### config.mk
export PLATFORM = sky130hd
export DESIGN_NAME = scale_coef_gen
export DESIGN_NICKNAME = d
export VERILOG_FILES = /design/src/rtl/scale_coef_gen.sv
export SDC_FILE = /design/constraint.sdc
export NUM_CORES = 1
export LEC_CHECK = 0
export ABC_AREA = 1
export CORE_UTILIZATION = 40
export CTS_BUF_LIST = sky130_fd_sc_hd__clkbuf_8 sky130_fd_sc_hd__clkbuf_16
export CTS_CLUSTER_DIAMETER = 40
export DETAILED_ROUTE_END_ITERATION = 10
export GPL_ROUTABILITY_DRIVEN = 0
export PLACE_DENSITY_LB_ADDON = 0.1
export SYNTH_ARGS = -nofsm -noshare
export SYNTH_HDL_FRONTEND = slang
export SYNTH_SLANG_ARGS = --single-unit
### constraint.sdc
create_clock -name clk -period 4.34 [get_ports clk]
set_input_delay 0.434 -clock clk [delete_from_list [all_inputs] [get_ports clk]]
set_output_delay 0.434 -clock clk [all_outputs]
set_load 0.1 [all_outputs]
### src/rtl/scale_coef_gen.sv
// Bilinear scaler coordinate/coefficient generator: walks the destination raster and emits the
// top-left source pixel plus dx/dy/dxy weights per beat over a 2-stage valid/ready pipeline.
//
// state  | meaning
// S_IDLE | waiting for start; pipeline may still be draining
// S_RUN  | issuing one beat per enabled cycle in raster order
module scale_coef_gen #(
   parameter int SRC_W  = 1280,
   parameter int SRC_H  = 720,
   parameter int DST_W  = 960,
   parameter int DST_H  = 540,
   parameter int FRAC_W = 5,
   parameter int GUARD  = 8
) (
   input  logic                      clk,
   input  logic                      rst_n,
   input  logic                      start,
   input  logic                      clr,
   input  logic                      cont,
   input  logic                      out_ready,
   output logic                      out_valid,
   output logic [$clog2(SRC_W)-1:0]  out_x,
   output logic [$clog2(SRC_H)-1:0]  out_y,
   output logic [FRAC_W-1:0]         out_dx,
   output logic [FRAC_W-1:0]         out_dy,
   output logic [2*FRAC_W-1:0]       out_dxy,
   output logic                      out_sof,
   output logic                      out_eol,
   output logic                      out_eof,
   output logic                      busy
);

   localparam int XW      = $clog2(SRC_W);
   localparam int YW      = $clog2(SRC_H);
   localparam int FB      = FRAC_W + GUARD;
   localparam int SRC_MAX = (SRC_W > SRC_H) ? SRC_W : SRC_H;
   localparam int AW      = $clog2(SRC_MAX) + FB + 1;
   localparam int IW      = AW - FB;
   localparam int PW      = (DST_W > 1) ? $clog2(DST_W) : 1;
   localparam int LW      = (DST_H > 1) ? $clog2(DST_H) : 1;

   // Negative start phase (upscale) is clamped so the first sample sits on source pixel 0.
   localparam longint STEP_X_L = (longint'(SRC_W) << FB) / longint'(DST_W);
   localparam longint STEP_Y_L = (longint'(SRC_H) << FB) / longint'(DST_H);
   localparam longint INIT_X_R = (STEP_X_L >>> 1) - (longint'(1) << (FB - 1));
   localparam longint INIT_Y_R = (STEP_Y_L >>> 1) - (longint'(1) << (FB - 1));
   localparam logic [AW-1:0] STEP_X = AW'(STEP_X_L);
   localparam logic [AW-1:0] STEP_Y = AW'(STEP_Y_L);
   localparam logic [AW-1:0] INIT_X = (INIT_X_R < 0) ? '0 : AW'(INIT_X_R);
   localparam logic [AW-1:0] INIT_Y = (INIT_Y_R < 0) ? '0 : AW'(INIT_Y_R);

   typedef enum logic {S_IDLE, S_RUN} state_t;

   state_t              state_q, state_d;
   logic [PW-1:0]       px_q, px_d;
   logic [LW-1:0]       ln_q, ln_d;
   logic [AW-1:0]       acc_x_q, acc_x_d, acc_y_q, acc_y_d;

   logic                s1_valid_q, s1_valid_d;
   logic [XW-1:0]       s1_x_q, s1_x_d;
   logic [YW-1:0]       s1_y_q, s1_y_d;
   logic [FRAC_W-1:0]   s1_dx_q, s1_dx_d, s1_dy_q, s1_dy_d;
   logic                s1_sof_q, s1_sof_d, s1_eol_q, s1_eol_d, s1_eof_q, s1_eof_d;

   logic                out_valid_q, out_valid_d;
   logic [XW-1:0]       out_x_q, out_x_d;
   logic [YW-1:0]       out_y_q, out_y_d;
   logic [FRAC_W-1:0]   out_dx_q, out_dx_d, out_dy_q, out_dy_d;
   logic [2*FRAC_W-1:0] out_dxy_q, out_dxy_d;
   logic                out_sof_q, out_sof_d, out_eol_q, out_eol_d, out_eof_q, out_eof_d;

   logic                en, issue, last_px, last_ln;
   logic [IW-1:0]       raw_x, raw_y;
   logic [XW-1:0]       map_x;
   logic [YW-1:0]       map_y;
   logic [FRAC_W-1:0]   map_dx, map_dy;

   assign busy = (state_q == S_RUN) | s1_valid_q | out_valid_q;

   always_comb begin
      state_d     = state_q;
      px_d        = px_q;
      ln_d        = ln_q;
      acc_x_d     = acc_x_q;
      acc_y_d     = acc_y_q;
      s1_valid_d  = s1_valid_q;
      s1_x_d      = s1_x_q;
      s1_y_d      = s1_y_q;
      s1_dx_d     = s1_dx_q;
      s1_dy_d     = s1_dy_q;
      s1_sof_d    = s1_sof_q;
      s1_eol_d    = s1_eol_q;
      s1_eof_d    = s1_eof_q;
      out_valid_d = out_valid_q;
      out_x_d     = out_x_q;
      out_y_d     = out_y_q;
      out_dx_d    = out_dx_q;
      out_dy_d    = out_dy_q;
      out_dxy_d   = out_dxy_q;
      out_sof_d   = out_sof_q;
      out_eol_d   = out_eol_q;
      out_eof_d   = out_eof_q;

      en      = !out_valid_q | out_ready;
      issue   = (state_q == S_RUN) & en;
      last_px = (px_q == PW'(DST_W - 1));
      last_ln = (ln_q == LW'(DST_H - 1));

      raw_x = acc_x_q[AW-1:FB];
      raw_y = acc_y_q[AW-1:FB];
      if (raw_x > IW'(SRC_W - 2)) begin
         map_x  = XW'(SRC_W - 2);
         map_dx = '1;
      end else begin
         map_x  = raw_x[XW-1:0];
         map_dx = acc_x_q[FB-1:GUARD];
      end
      if (raw_y > IW'(SRC_H - 2)) begin
         map_y  = YW'(SRC_H - 2);
         map_dy = '1;
      end else begin
         map_y  = raw_y[YW-1:0];
         map_dy = acc_y_q[FB-1:GUARD];
      end

      if (en) begin
         s1_valid_d  = issue;
         s1_x_d      = map_x;
         s1_y_d      = map_y;
         s1_dx_d     = map_dx;
         s1_dy_d     = map_dy;
         s1_sof_d    = (px_q == '0) & (ln_q == '0);
         s1_eol_d    = last_px;
         s1_eof_d    = last_px & last_ln;
         out_valid_d = s1_valid_q;
         out_x_d     = s1_x_q;
         out_y_d     = s1_y_q;
         out_dx_d    = s1_dx_q;
         out_dy_d    = s1_dy_q;
         out_dxy_d   = {{FRAC_W{1'b0}}, s1_dx_q} * {{FRAC_W{1'b0}}, s1_dy_q};
         out_sof_d   = s1_sof_q;
         out_eol_d   = s1_eol_q;
         out_eof_d   = s1_eof_q;
      end

      case (state_q)
         S_IDLE: begin
            if (start && !busy) begin
               state_d = S_RUN;
               px_d    = '0;
               ln_d    = '0;
               acc_x_d = INIT_X;
               acc_y_d = INIT_Y;
            end
         end
         S_RUN: begin
            if (en) begin
               if (last_px) begin
                  px_d    = '0;
                  acc_x_d = INIT_X;
                  if (last_ln) begin
                     ln_d    = '0;
                     acc_y_d = INIT_Y;
                     if (!cont) state_d = S_IDLE;
                  end else begin
                     ln_d    = ln_q + LW'(1);
                     acc_y_d = acc_y_q + STEP_Y;
                  end
               end else begin
                  px_d    = px_q + PW'(1);
                  acc_x_d = acc_x_q + STEP_X;
               end
            end
         end
         default: state_d = S_IDLE;
      endcase

      // Abort wins over everything, including a coincident start.
      if (clr) begin
         state_d     = S_IDLE;
         px_d        = '0;
         ln_d        = '0;
         acc_x_d     = '0;
         acc_y_d     = '0;
         s1_valid_d  = 1'b0;
         out_valid_d = 1'b0;
         out_sof_d   = 1'b0;
         out_eol_d   = 1'b0;
         out_eof_d   = 1'b0;
      end
   end

   always_ff @(posedge clk or negedge rst_n) begin
      if (!rst_n) begin
         state_q     <= S_IDLE;
         px_q        <= '0;
         ln_q        <= '0;
         acc_x_q     <= '0;
         acc_y_q     <= '0;
         s1_valid_q  <= 1'b0;
         s1_x_q      <= '0;
         s1_y_q      <= '0;
         s1_dx_q     <= '0;
         s1_dy_q     <= '0;
         s1_sof_q    <= 1'b0;
         s1_eol_q    <= 1'b0;
         s1_eof_q    <= 1'b0;
         out_valid_q <= 1'b0;
         out_x_q     <= '0;
         out_y_q     <= '0;
         out_dx_q    <= '0;
         out_dy_q    <= '0;
         out_dxy_q   <= '0;
         out_sof_q   <= 1'b0;
         out_eol_q   <= 1'b0;
         out_eof_q   <= 1'b0;
      end else begin
         state_q     <= state_d;
         px_q        <= px_d;
         ln_q        <= ln_d;
         acc_x_q     <= acc_x_d;
         acc_y_q     <= acc_y_d;
         s1_valid_q  <= s1_valid_d;
         s1_x_q      <= s1_x_d;
         s1_y_q      <= s1_y_d;
         s1_dx_q     <= s1_dx_d;
         s1_dy_q     <= s1_dy_d;
         s1_sof_q    <= s1_sof_d;
         s1_eol_q    <= s1_eol_d;
         s1_eof_q    <= s1_eof_d;
         out_valid_q <= out_valid_d;
         out_x_q     <= out_x_d;
         out_y_q     <= out_y_d;
         out_dx_q    <= out_dx_d;
         out_dy_q    <= out_dy_d;
         out_dxy_q   <= out_dxy_d;
         out_sof_q   <= out_sof_d;
         out_eol_q   <= out_eol_d;
         out_eof_q   <= out_eof_d;
      end
   end

   assign out_valid = out_valid_q;
   assign out_x     = out_x_q;
   assign out_y     = out_y_q;
   assign out_dx    = out_dx_q;
   assign out_dy    = out_dy_q;
   assign out_dxy   = out_dxy_q;
   assign out_sof   = out_sof_q;
   assign out_eol   = out_eol_q;
   assign out_eof   = out_eof_q;

endmodule

==> metrics.yaml <==
outcome:
  outcome: "complete, no violations"
sta:
  worst-slew-pin-transition_ns: 1.005
  whs_ns: 0.09820
  relSlewSlack_pct: 32.78
  tns_ns: 0
  drv_slew: 0
  final.period_utilization_pct: 77.32
  fmax_ghz: 0.2980
  setup-violations-final: 0
  rsz0062_at_grt: "no"
  period_needed_ns: 3.356
  clock_skew_ns: 0.007920
  finalHoldViolCount: 0
  worst_slack_ns: 0.9843
routing:
  firstDrtPassIters: 4
  num_vias: 7008
  wl_per_cell_microns: 13.02
  drc: 0
  wl_microns: 18890
  antenna_left: 0
  vias_per_cell: 4.830
  drt-initial-drc-count: 388
finish:
  multiInputGateArea_sq_mm: 0.003897
  diodes: 0
  utilization_pct: 47.47
  layout-drive-gt1-share_pct: 5.165
  syn_to_final_growth_pct: 15.66
  fin_area_sq_mm: 0.009637
  nets: 1207
  nFillCells: 2069
  layoutNonFillerInstCount: 1451
  seq_area_sq_mm: 0.003729
setup_path:
  worstReg2RegStart: "s1_dy_q[4]$_DFFE_PN0N_"
  reg2reg_to: "out_dxy[7]$_DFFE_PN0N_"
  r2r_slack_ns: 0.98
  cp-startpoint: "s1_dy_q[4]$_DFFE_PN0N_"
  end_kind: "flop"
  arrival_ns: 3.64
  crit_path_end: "out_dxy[7]$_DFFE_PN0N_"
  critPathMaxFanout: 7
  worstSetupPathType: "reg -> reg"
  worst_setup_path_start_kind: "flop"
  reg2reg_depth: 11
  required_ns: 4.62
clock_tree:
  clkTransAtPathRegs_ns: 0.07
  post-cts-setup-buffers: 0
  cts_tree: "done"
  clkSinkCount: 149
  ctsHtreeMaxLevel: 4
  cts_buffer_depth: 2
  cts_resized: 0
  postCtsHoldBufs: 0
  cts_buffers: 17
  root_buffer: "clkbuf_16"
  worst_skew_pair.late_latency_ns: 0.42
run:
  maxCapViolations: 0
pwr:
  power.switching_mw: 2.184
  ir_drop_mv: 0.3093
  finalPower_mw: 5.122
  p_sw_share_pct: 42.65
  p_leak_nw: 4.970
  p_per_area_mw_per_mm2: 531.5
  seqPwrFrac_pct: 36.1
  comb_power_share_pct: 34.7
  p_clk_share_pct: 29.2
  power.internal_mw: 2.937
grt:
  grt_usage_pct: 19.23
  grt_max_degree: 98
  antenna_found_initial: 0
  grt_pass1_wl_microns: 33150
  gr-total-overflow: 0
  grt_pass1_vias: 6786
min_path:
  hp-class: "in -> async"
synth:
  synth.area.top_cells: "dfrtp_1, nand2_1, nor2_1, inv_1, nand3_1"
  ys_warn_count: 0
  syn_area_per_cell_sq_um: 7.393
  synth_area_leader_cell: "dfrtp_1"
  ys.flop_type: "dfrtp_1"
  ys_ff_latch: 149
  synth_edf_count: 0
  async_flop_share_pct: 100.0
  synth_cell_types: 44
  synth_cells: 1127
  seq_area_frac_synth_pct: 44.75
  synth_fp_nets: 1166
  synth_top_area_share_pct: 44.75
  syn_area_sq_mm: 0.008332
die:
  rows: 52
  die_y_microns: 146.3
  die_area_sq_mm: 0.02141
  core-area_sq_mm: 0.02030
  die_w_microns: 146.3
  ios: 52
  start_util_pct: 41.04
placement:
  portBuffers: 51
  placed_area_sq_mm: 0.009041
  dp_hpwl_microns: 12940
  placedCellCount: 1419
  dp_slack_ns: 0.9580
==> cell families (layout without fill, tap and decap cells) <==
kind of cell / count (synthesis) / count (layout) / share of synthesized area [%]
flip-flops: 149 / 149 / 44.75
buffers and inverters: 170 / 224 / 8.500
adder cells (fa/ha/maj): 33 / 33 / 5.767
XOR/XNOR: 14 / 14 / 1.472
AO/OA/AOI/OAI: 119 / 119 / 7.689
AND/OR/NAND/NOR: 642 / 642 / 31.82
==> final cells by class <==
class	instances	area share, %
clock buffers	18	4.557
clock inverters	14	1.623
inverters	136	5.349
multi-input cells	808	40.44
flip-flops and latches	149	38.69
well taps	270	3.506
repair buffers	56	5.830
==> metal layers <==
| layer | global-route usage, % | vias up | wire [microns] |
|---|---|---|---|
| met5 | 0 | - | 0 |
| met3 | 2.594 | 11 | 491 |
| met2 | 30.07 | 90 | 8351 |
| li1 | - | 3641 | - |
| met4 | 5.833 | 0 | 169 |
| met1 | 27.69 | 3266 | 9873 |
==> power groups by stage <==
stage,logic [mW],clock network [mW],registers [mW]
4_1_cts,1.80,1.54,1.85
6_report,1.78,1.49,1.85
5_1_grt,1.97,1.60,1.89
3_5_place_dp,1.79,0,1.87
2_1_floorplan,0.850,0,2.38
3_3_place_gp,1.78,0,1.87
==> flip-flops by register name, indices dropped and copies added (netlist names), 10 cells and up <==
signal	flops
out_y	10
out_dxy	10
s1_y_q	10
ln_q	10
out_x	11
acc_x_q	24
s1_x_q	11
px_q	10
acc_y_q	24
==> worst min-delay path by stage <==
stage                                     start                      end  slack [ns]  depth (start not counted)
after floorplan                           rst_n  acc_x_q[10]$_DFFE_PN0P_        0.14                          0
after global placement     out_x[3]$_DFFE_PN0N_     out_x[3]$_DFFE_PN0N_        0.46                          2
after detailed placement  out_dy[1]$_DFFE_PN0N_    out_dy[1]$_DFFE_PN0N_        0.46                          2
after CTS                                 rst_n     out_x[5]$_DFFE_PN0N_        0.14                          1
after global routing                      rst_n     out_x[7]$_DFFE_PN0N_        0.19                          1
final                                     rst_n     out_x[5]$_DFFE_PN0N_         0.1                          1
==> placed cells by master, fill, tap and decap left out, drive strengths merged, types with 5 or more instances in the layout <==
master         count
dfrtp            149
o21ai             39
nor3              16
nand4             14
o22ai              5
a21oi             63
xor2              12
clkbuf            18
clkdlybuf4s50     50
nor2             169
nand2            362
fa                 9
buf                6
nand3b             5
ha                24
inv              146
nand3             70
==> critical path, cell delays in order, from the launching register on <==
cell and delay, ns:
dfrtp_1 0.45, nand2_1 0.11, fa_1 0.52, fa_1 0.52, fa_1 0.54, inv_1 0.04, ha_1 0.36, a21oi_1 0.17
nand2_1 0.12, a21oi_1 0.18, xor2_1 0.15, o21ai_0 0.08
==> Yosys cell counts (all sizes together), types with 5 or more instances <==
library cell / number
a21oi: 63
buf: 21
clkbuf: 13
dfrtp: 149
fa: 9
ha: 24
inv: 135
nand2: 362
nand3: 70
nand3b: 5
nand4: 14
nor2: 169
nor3: 16
o21ai: 39
o22ai: 5
xor2: 12
No activity file was read; power rests on OpenSTA's default activity.
